[config.mk]
export PLATFORM = sky130hd
export DESIGN_NAME = nwr_stream_gen
export DESIGN_NICKNAME = d
export VERILOG_FILES = /design/src/rtl/nwr_stream_gen.sv
export SDC_FILE = /design/constraint.sdc
export NUM_CORES = 1
export LEC_CHECK = 0
export CORE_UTILIZATION = 53
export CTS_CLUSTER_DIAMETER = 60
export DETAILED_ROUTE_END_ITERATION = 8
export GPL_TIMING_DRIVEN = 0
export PLACE_DENSITY = 0.79
export SYNTH_ARGS = -nofsm -noshare
export SYNTH_HDL_FRONTEND = slang
export SYNTH_SLANG_ARGS = --single-unit
[constraint.sdc]
create_clock -name log_clk -period 4.4 [get_ports log_clk]
set_clock_uncertainty 0.2 [all_clocks]
set_input_delay 0.88 -clock log_clk [delete_from_list [all_inputs] [get_ports log_clk]]
set_output_delay 0.88 -clock log_clk [all_outputs]
set_load 0.01 [all_outputs]
[src/rtl/nwr_stream_gen.sv]
// nwr_stream_gen: NWRITE request stream generator for the SRIO logical layer.
// Emits programmed packet bursts with address stepping, gaps and data patterns.
module nwr_stream_gen #(
  parameter int         DATA_W    = 64,
  parameter int         ADDR_W    = 34,
  parameter int         MAX_BYTES = 256,
  parameter int         CNT_W     = 16,
  parameter logic [3:0] FTYPE     = 4'h5,
  parameter logic [3:0] TTYPE     = 4'h4
) (
  input  logic                  log_clk,
  input  logic                  log_rst_n,
  input  logic                  cfg_start,
  input  logic                  cfg_stop,
  input  logic [CNT_W-1:0]      cfg_pkt_num,
  input  logic [11:0]           cfg_len,
  input  logic [ADDR_W-1:0]     cfg_addr,
  input  logic [7:0]            cfg_gap,
  input  logic [1:0]            cfg_mode,
  input  logic [DATA_W-1:0]     cfg_seed,
  input  logic                  nwr_ready_in,
  input  logic                  nwr_busy_in,
  input  logic                  user_tready_in,
  output logic [ADDR_W-1:0]     user_addr_o,
  output logic [3:0]            user_ftype_o,
  output logic [3:0]            user_ttype_o,
  output logic [11:0]           user_tsize_o,
  output logic [DATA_W-1:0]     user_tdata_o,
  output logic                  user_tvalid_o,
  output logic [DATA_W/8-1:0]   user_tkeep_o,
  output logic                  user_tlast_o,
  output logic                  busy_o,
  output logic                  done_o,
  output logic                  err_o,
  output logic [CNT_W-1:0]      pkt_cnt_o
);

  localparam int B = DATA_W / 8;
  localparam logic [11:0] BL = 12'(B);
  localparam logic [CNT_W-1:0] CNT_ONE = 1;
  localparam logic [DATA_W-1:0] D_ONE = 1;
  localparam logic [B-1:0] K_ALL = '1;

  typedef enum logic [1:0] {IDLE, WAIT_RDY, SEND, GAP} state_t;

  state_t state_q, state_d;

  logic [CNT_W-1:0]  pkt_num_q, pkt_cnt_q;
  logic [11:0]       len_q, left_q, tsize_q;
  logic [ADDR_W-1:0] addr_q;
  logic [7:0]        gap_q, gcnt_q;
  logic [1:0]        mode_q;
  logic [DATA_W-1:0] seed_q, g_q, data;
  logic [B-1:0]      keep;
  logic [3:0]        ftype_q, ttype_q;
  logic              odd_q, stop_q, done_q, err_q;

  logic bad_len, start_ok, stop_eff;
  logic xfer, last, last_xfer, run_end;

  assign bad_len   = (cfg_len == 12'd0) ||
                     ({1'b0, cfg_len} > 13'(MAX_BYTES));
  assign start_ok  = cfg_start && !bad_len;
  assign stop_eff  = stop_q || cfg_stop;
  assign xfer      = (state_q == SEND) && user_tready_in;
  assign last      = left_q <= BL;
  assign last_xfer = xfer && last;
  assign run_end   = stop_eff ||
                     ((pkt_num_q != '0) &&
                      ((pkt_cnt_q + CNT_ONE) == pkt_num_q));

  always_ff @(posedge log_clk or negedge log_rst_n) begin
    if (!log_rst_n) state_q <= IDLE;
    else            state_q <= state_d;
  end

  always_comb begin
    state_d = state_q;
    unique case (state_q)
      IDLE:
        if (start_ok) state_d = WAIT_RDY;
      WAIT_RDY:
        if (stop_eff) state_d = IDLE;
        else if (nwr_ready_in && !nwr_busy_in) state_d = SEND;
      SEND:
        if (last_xfer) begin
          if (run_end)           state_d = IDLE;
          else if (gap_q == '0)  state_d = WAIT_RDY;
          else                   state_d = GAP;
        end
      GAP:
        if (stop_eff)          state_d = IDLE;
        else if (gcnt_q == '0) state_d = WAIT_RDY;
      default: state_d = IDLE;
    endcase
  end

  always_ff @(posedge log_clk or negedge log_rst_n) begin
    if (!log_rst_n) begin
      pkt_num_q <= '0;
      pkt_cnt_q <= '0;
      len_q     <= '0;
      left_q    <= '0;
      tsize_q   <= '0;
      addr_q    <= '0;
      gap_q     <= '0;
      gcnt_q    <= '0;
      mode_q    <= '0;
      seed_q    <= '0;
      g_q       <= '0;
      ftype_q   <= '0;
      ttype_q   <= '0;
      odd_q     <= 1'b0;
      stop_q    <= 1'b0;
      done_q    <= 1'b0;
      err_q     <= 1'b0;
    end else begin
      ftype_q <= FTYPE;
      ttype_q <= TTYPE;
      done_q  <= (state_q != IDLE) && (state_d == IDLE);
      err_q   <= (state_q == IDLE) && cfg_start && bad_len;
      if (state_q == IDLE) stop_q <= 1'b0;
      else if (cfg_stop)   stop_q <= 1'b1;
      if ((state_q == IDLE) && start_ok) begin
        pkt_num_q <= cfg_pkt_num;
        pkt_cnt_q <= '0;
        len_q     <= cfg_len;
        left_q    <= cfg_len;
        tsize_q   <= cfg_len - 12'd1;
        addr_q    <= cfg_addr;
        gap_q     <= cfg_gap;
        mode_q    <= cfg_mode;
        seed_q    <= cfg_seed;
        g_q       <= '0;
        odd_q     <= 1'b0;
      end
      if (xfer) begin
        g_q <= g_q + D_ONE;
        if (last) begin
          left_q    <= len_q;
          odd_q     <= 1'b0;
          pkt_cnt_q <= pkt_cnt_q + CNT_ONE;
          addr_q    <= addr_q + ADDR_W'(len_q);
          gcnt_q    <= gap_q - 8'd1;
        end else begin
          left_q <= left_q - BL;
          odd_q  <= !odd_q;
        end
      end else if (state_q == GAP) begin
        gcnt_q <= gcnt_q - 8'd1;
      end
    end
  end

  always_comb begin
    data = seed_q + g_q;
    unique case (1'b1)
      (mode_q == 2'd1): data = seed_q;
      (mode_q == 2'd2): data = odd_q ? ~seed_q : seed_q;
      default: data = seed_q + g_q;
    endcase
  end

  // Last beat keeps the leading left_q bytes; MSB of tkeep is byte 0.
  assign keep = last ? ~(K_ALL >> left_q) : K_ALL;

  assign user_tvalid_o = (state_q == SEND);
  assign user_tdata_o  = user_tvalid_o ? data : '0;
  assign user_tkeep_o  = user_tvalid_o ? keep : '0;
  assign user_tlast_o  = user_tvalid_o && last;
  assign user_addr_o   = addr_q;
  assign user_tsize_o  = tsize_q;
  assign user_ftype_o  = ftype_q;
  assign user_ttype_o  = ttype_q;
  assign busy_o        = (state_q != IDLE);
  assign done_o        = done_q;
  assign err_o         = err_q;
  assign pkt_cnt_o     = pkt_cnt_q;

endmodule
==> results of run 1 <==
==> flip-flops by register name (all words and copies together), names as in the netlist <==
name          cells
done_o            1
err_o             1
g_q              64
gap_q             8
gcnt_q            8
left_q           12
len_q            12
mode_q            2
odd_q             1
pkt_cnt_o        16
pkt_num_q        16
seed_q           64
state_q           2
stop_q            1
user_addr_o      34
user_ftype_o      1
user_tsize_o     12
==> critical path: stages (launching register included) <==
cell and delay [ns]:
dfrtp_1 0.43, ha_4 0.19, fa_2 0.37, a21oi_4 0.19, o211a_1 0.20, and4bb_2 0.28, o211ai_1 0.19, buf_4 0.17
a31oi_4 0.12, o21ai_4 0.22, a31oi_4 0.17, a41oi_2 0.24, xor2_1 0.11, a211oi_2 0.22, buf_2 0.18
==> timing repair <==
item,in CTS,in global routing
buffers inserted,49,28
pin swaps,88,71
cloned,0,0
setup endpoints to repair,76,104
hold buffers,1,0
resized for setup,383,137
endpoints found under the hold margin,38,0
==> cell families (layout without fill, tap and decap cells) <==
family / Yosys count / count (layout) / synth area share, %
adders and majority gates: 84 / 84 / 5.86
and+or+nand+nor: 922 / 922 / 22.7
xor gates and xnor gates: 162 / 162 / 7.79
other: 2 / 7 / 0.0413
DFF: 255 / 255 / 35.1
buffers and inverters: 179 / 580 / 3.97
AOI/OAI and AO/OA: 609 / 609 / 22.8
muxes: 33 / 33 / 1.86
==> cell type report <==
class	instances	area share [%]
Antenna cell	1	0.0103
Buffer	118	2.11
Clock buffer	36	3.38
Clock inverter	22	1.08
Inverter	47	0.734
Multi-Input combinational cell	1816	50.6
Sequential cell	255	26.3
Tap cell	448	2.30
Timing Repair Buffer	357	13.4
==> how the worst max path moves through the flow <==
stage / to / slack (ns) / from
after floorplan: user_tdata_o[52] / 0.25 / g_q[0]$_DFFE_PN0P_
after global placement: user_addr_o[28]$_DFF_PN0_ / -8.74 / log_rst_n
after detailed placement: user_tdata_o[52] / -1.07 / seed_q[0]$_DFFE_PN0P_
after CTS: user_tdata_o[62] / -0.55 / seed_q[0]$_DFFE_PN0P_
after global routing: user_tdata_o[62] / -0.67 / seed_q[0]$_DFFE_PN0P_
final: user_tdata_o[62] / -0.57 / seed_q[0]$_DFFE_PN0P_
==> report_power, final <==
part / switching (mW) / total [mW] / internal, mW
combinational: 4.64 / 8.09 / 3.45
sequential: 0.965 / 4.03 / 3.07
clock: 1.13 / 2.73 / 1.60
total: 6.73 / 14.8 / 8.12
==> through the flow <==
step,cells,cell area [sq um]
floorplan,2250,18200
global placement,2982,21600
detailed placement,2984,21700
CTS,3079,23800
global route,3099,24400
finish,3100,24400
==> cells in the final DEF (no fill, tap or decap), types with 33 or more instances in the layout <==
cell type and n:
ha_1 44, a221oi_1 59, a21oi_1 109, a21o_1 35
a211oi_2 37, nand2_1 488, clkbuf_1 77, xor2_1 100
nor2_1 124, nand4_1 33, xnor2_1 45, o21ai_0 114
dfrtp_1 228, nand3_1 79, buf_4 58, buf_2 57
a211oi_1 39, clkdlybuf4s50_1 227, inv_1 46, nor3_1 44
==> metal layers <==
layer	vias to the layer above	wire, um	part of all wire [%]
met5	-	28	0.043
met4	4	2550	3.9
met3	166	5260	8.1
met2	956	30500	47
met1	9305	26400	41
li1	8825	-	-
==> results.ini, run 1 <==
[pwr]
powerDensity_mw_per_mm2=609
ir_drop_mv=0.450
power_mw=14.8
power_leakage_nw=10.6

[finish]
fill_cells=2641
area_delta_synth_final_pct=33.9
multiInputGateArea_sq_mm=0.0123
regArea_sq_mm=0.00641
final_core_util_pct=72.3
layout-drive-gt1-share_pct=16.7
nets=2853

[synthesis]
synth.most_common_cell=nand2_1
syn_avg_cell_area_sq_um=8.10
synth_seq_cells=255
netlist_instances=2246
synth_common_cells=nand2_1 (493), dfrtp_1 (255), nor2_1 (133), o21ai_0 (133), a21oi_1 (123)
synth_area_leader_cell=dfrtp_1
synth_edf_count=0
yosysUniqueCellTypes=90
synth_area_leaders=dfrtp_1 (35%), nand2_1 (10%), ha_1 (5.6%)
yosysSeqAreaShare_pct=35.1
async_flop_share_pct=100
syn_area_sq_mm=0.0182
synth_top_area_share_pct=35.1
synth_ff_type=dfrtp_1
yosysWarningCount=0

[sta]
min_period_ns=4.97
rsz0062_at_grt=true
finalCritPeriodShare_pct=113
setup_viol=46
max_freq_mhz=201
hold_viol=0
setup_slack_ns=-0.575
fin_tns_setup_ns=-14.70
worstMarginPinSlew_ns=0.970
relSlewSlack_pct=35.3
fin_hold_ws_ns=0.281
finalMaxSlewViolations=0

[outcome]
status=complete, but fails checks
violations=negative setup slack

[grt]
grt_pass1_wl_mm=100
groute.layer.met1.usage_pct=46.2
grtUsageTotal_pct=35.8
met2_usage_pct=59.8
met3_usage_pct=6.55
overflow=0
grt_max_degree=119
antenna_found_initial=4
busiest_layer=met2
grt_pass1_vias=18500

[floorplan]
num_rows=67
core_area_sq_mm=0.0337
die_x_um=187
pin_count=290
die_y_um=187
die_area_sq_mm=0.0351
initial_core_util_pct=54.0

[hold_path]
holdPathStages=1
hold_start=user_tsize_o[10]$_DFFE_PN0P_
min_to=user_tsize_o[10]$_DFFE_PN0P_
hp-class=reg -> reg

[cts]
clkTransAtPathRegs_ns=0.06
htreeDepth=1
clockBufferDepth=3
ctsRootBufferMaster=clkbuf_16
cts.sinks=255
tritoncts=done
worstSkewPairLatency_ns=0.60
numCtsBuffers=31

[detailed_routing]
drt_iter0_markers=1601
wl_per_cell_um=20.9
drc=0
wl_mm=64.7
viasPerCell=6.21
firstDrtPassIters=6
ant_nets=0
vias=19300

[placement]
dp_worst_setup_slack_ns=-1.07
hpwl_mm=46.3
numPortBuffers=284
gp_congestion=0.971

[setup_path]
end_kind=primary output
path_class=reg -> out
worstPathMaxFanout=3
crit_required_ns=3.32
reg2reg_from=user_addr_o[0]$_DFF_PN0_
worstPathArrival_ns=3.89
reg2reg_depth=13
rr_endpoint=user_addr_o[24]$_DFF_PN0_
r2r_setup_slack_ns=0.78
cp-start-kind=register

[flow_run]
cap_violations=0

Power figures use the tool's default switching activity.
==> run 2, diff against run 1 <==
--- a/config.mk
+++ b/config.mk
@@ -5,10 +5,12 @@
 export SDC_FILE = /design/constraint.sdc
 export NUM_CORES = 1
 export LEC_CHECK = 0
+export CORE_MARGIN = 2
 export CORE_UTILIZATION = 53
 export CTS_CLUSTER_DIAMETER = 60
 export DETAILED_ROUTE_END_ITERATION = 8
 export GPL_TIMING_DRIVEN = 0
+export MAX_ROUTING_LAYER = met4
 export PLACE_DENSITY = 0.79
 export SYNTH_ARGS = -nofsm -noshare
 export SYNTH_HDL_FRONTEND = slang
==> results.ini, run 2 (synthesized netlist as in run 1, its figures left out) <==
[setup_path]
r2r_setup_slack_ns=0.80  ; was 0.78 ns
path_class=reg -> out  ; unchanged
worstPathArrival_ns=3.86  ; was 3.89 ns
cp-start-kind=register  ; unchanged
crit_required_ns=3.32  ; about the same
end_kind=primary output  ; unchanged
worstPathMaxFanout=6  ; was 3

[outcome]
violations=negative setup slack  ; unchanged
status=complete, but fails checks  ; unchanged

[cts]
numCtsBuffers=31  ; unchanged
tritoncts=done  ; unchanged
htreeDepth=1  ; unchanged
clkTransAtPathRegs_ns=0.06  ; about the same
clockBufferDepth=3  ; unchanged
cts.sinks=255  ; unchanged
worstSkewPairLatency_ns=0.60  ; about the same
ctsRootBufferMaster=clkbuf_16  ; unchanged

[placement]
gp_congestion=0.981  ; was 0.971
hpwl_mm=46.9  ; was 46.3 mm
numPortBuffers=284  ; unchanged
place_area_sq_mm=0.0217  ; unchanged

[detailed_routing]
drc=0  ; unchanged
vias=19400  ; was 19300
firstDrtPassIters=6  ; unchanged
viasPerCell=6.26  ; was 6.21
ant_nets=0  ; unchanged
wl_per_cell_um=21.2  ; was 20.9 um
wl_mm=65.6  ; was 64.7 mm
drt_iter0_markers=1715  ; was 1601

[hold_path]
hp-class=reg -> reg  ; unchanged

[floorplan]
num_rows=67  ; unchanged
initial_core_util_pct=54.0  ; unchanged
core_area_sq_mm=0.0337  ; unchanged
die_area_sq_mm=0.0358  ; was 0.0351 sq mm
die_x_um=189  ; was 187 um
die_y_um=189  ; was 187 um
pin_count=290  ; unchanged

[finish]
final_common_cell=nand2_1  ; unchanged
fill_cells=2676  ; was 2641
area_delta_synth_final_pct=33.0  ; was 33.9%
layout-drive-gt1-share_pct=16.2  ; was 16.7%
regArea_sq_mm=0.00640  ; was 0.00641 sq mm
layout_common_cells=nand2_1 (486), dfrtp_1 (238), clkdlybuf4s50_1 (225)  ; was nand2_1 (488), dfrtp_1 (228), clkdlybuf4s50_1 (227)
nets=2857  ; was 2853
fin_area_sq_mm=0.0242  ; was 0.0244 sq mm
final_core_util_pct=71.9  ; was 72.3%
multiInputGateArea_sq_mm=0.0123  ; about the same

[grt]
overflow=0  ; unchanged
grtUsageTotal_pct=36.1  ; was 35.8%
antenna_found_initial=3  ; was 4
grt_pass1_vias=18600  ; was 18500
grt_pass1_wl_mm=100  ; about the same
grt_max_degree=121  ; was 119

[sta]
finalCritPeriodShare_pct=112  ; was 113%
rsz0062_at_grt=true  ; unchanged
fin_tns_setup_ns=-12.96  ; was -14.70 ns
hold_viol=0  ; unchanged
finalMaxSlewViolations=0  ; unchanged
setup_slack_ns=-0.539  ; was -0.575 ns
fin_hold_ws_ns=0.287  ; was 0.281 ns
worstMarginPinSlew_ns=0.959  ; was 0.970 ns
relSlewSlack_pct=35.9  ; was 35.3%
max_freq_mhz=202  ; was 201 MHz
setup_viol=46  ; unchanged
min_period_ns=4.94  ; was 4.97 ns

[pwr]
p_clk_share_pct=17.4  ; was 18.4%
power_leakage_nw=10.6  ; about the same
powerDensity_mw_per_mm2=604  ; was 609 mW/mm^2
p_sw_mw=6.71  ; was 6.73 mW
combPwrFrac_pct=55.0  ; was 54.5%
power_mw=14.6  ; was 14.8 mW
p_int_mw=7.92  ; was 8.12 mW
ir_drop_mv=0.411  ; was 0.450 mV
pwr-share-seq_pct=27.6  ; was 27.1%
switching_share_pct=45.9  ; was 45.3%

[flow_run]
cap_violations=0  ; unchanged

[run 2: stage by stage]
step | cells | setup WS (ns)
floorplan | 2250 | 0.249
global placement | 2982 | -8.78
detailed placement | 2984 | -1.09
CTS | 3075 | -0.551
global route | 3102 | -0.639
finish | 3102 | -0.539
[run 2: repair_timing]
item	CTS	global route
hold endpoints to repair	24	0
gates resized for setup	317	192
pin swaps	67	91
endpoints found under the setup margin	101	119
buffers inserted	45	33
hold buffers	1	0
[run 2: layout make-up]
class,count,area share (%)
multi-input cells,1816,50.7
flip-flops and latches,255,26.4
repair buffers,359,13.5
clock buffers,40,3.51
well taps,448,2.31
plain buffers,120,2.17
inverters,47,0.739
clock inverters,14,0.605
diodes,3,0.0310
[run 2: routing by layer]
layer  vias up  global-route usage [%]  part of all wire (%)
met1      9394                    46.9                    41
li1       8846                       -                     -
met2       977                    56.9                    46
met5         -                       -                     0
met3       190                    5.06                   8.1
met4         0                    15.1                   4.5
[run 2: power by group through the flow]
stage               logic (mW)  clock network (mW)  registers [mW]
finish                    8.04                2.54            4.04
CTS                       7.51                2.56            3.97
global placement          7.17                   0            3.96
global route              8.65                2.67            4.13
floorplan                 4.45                   0            3.80
detailed placement        7.38                   0            3.97
[run 2: worst max-delay path, cell delays in order, from the launching register on]
cell and delay [ns]:
dfrtp_1 0.43, ha_1 0.45, nand2_1 0.11, o21ai_1 0.17, a21oi_1 0.11, or4_4 0.58
a31oi_4 0.30, o21ai_4 0.10, a31oi_4 0.29, a41oi_2 0.17, xor2_1 0.21, a211oi_2 0.19
buf_2 0.17
[run 2: worst paths after layout]
check | from | end | cells past startpoint
worst max register to register | state_q[0]$_DFF_PN0_ | pkt_cnt_o[5]$_DFF_PN0_ | 10
max in group asynchronous | log_rst_n | mode_q[1]$_DFFE_PN0P_ | 4
worst min register to register | user_tsize_o[10]$_DFFE_PN0P_ | user_tsize_o[10]$_DFFE_PN0P_ | 1
min in group asynchronous | log_rst_n | seed_q[23]$_DFFE_PN0P_ | 2
worst max-delay path | g_q[16]$_DFFE_PN0P_ | user_tdata_o[62] | 12
worst min-delay path | user_tsize_o[10]$_DFFE_PN0P_ | user_tsize_o[10]$_DFFE_PN0P_ | 1
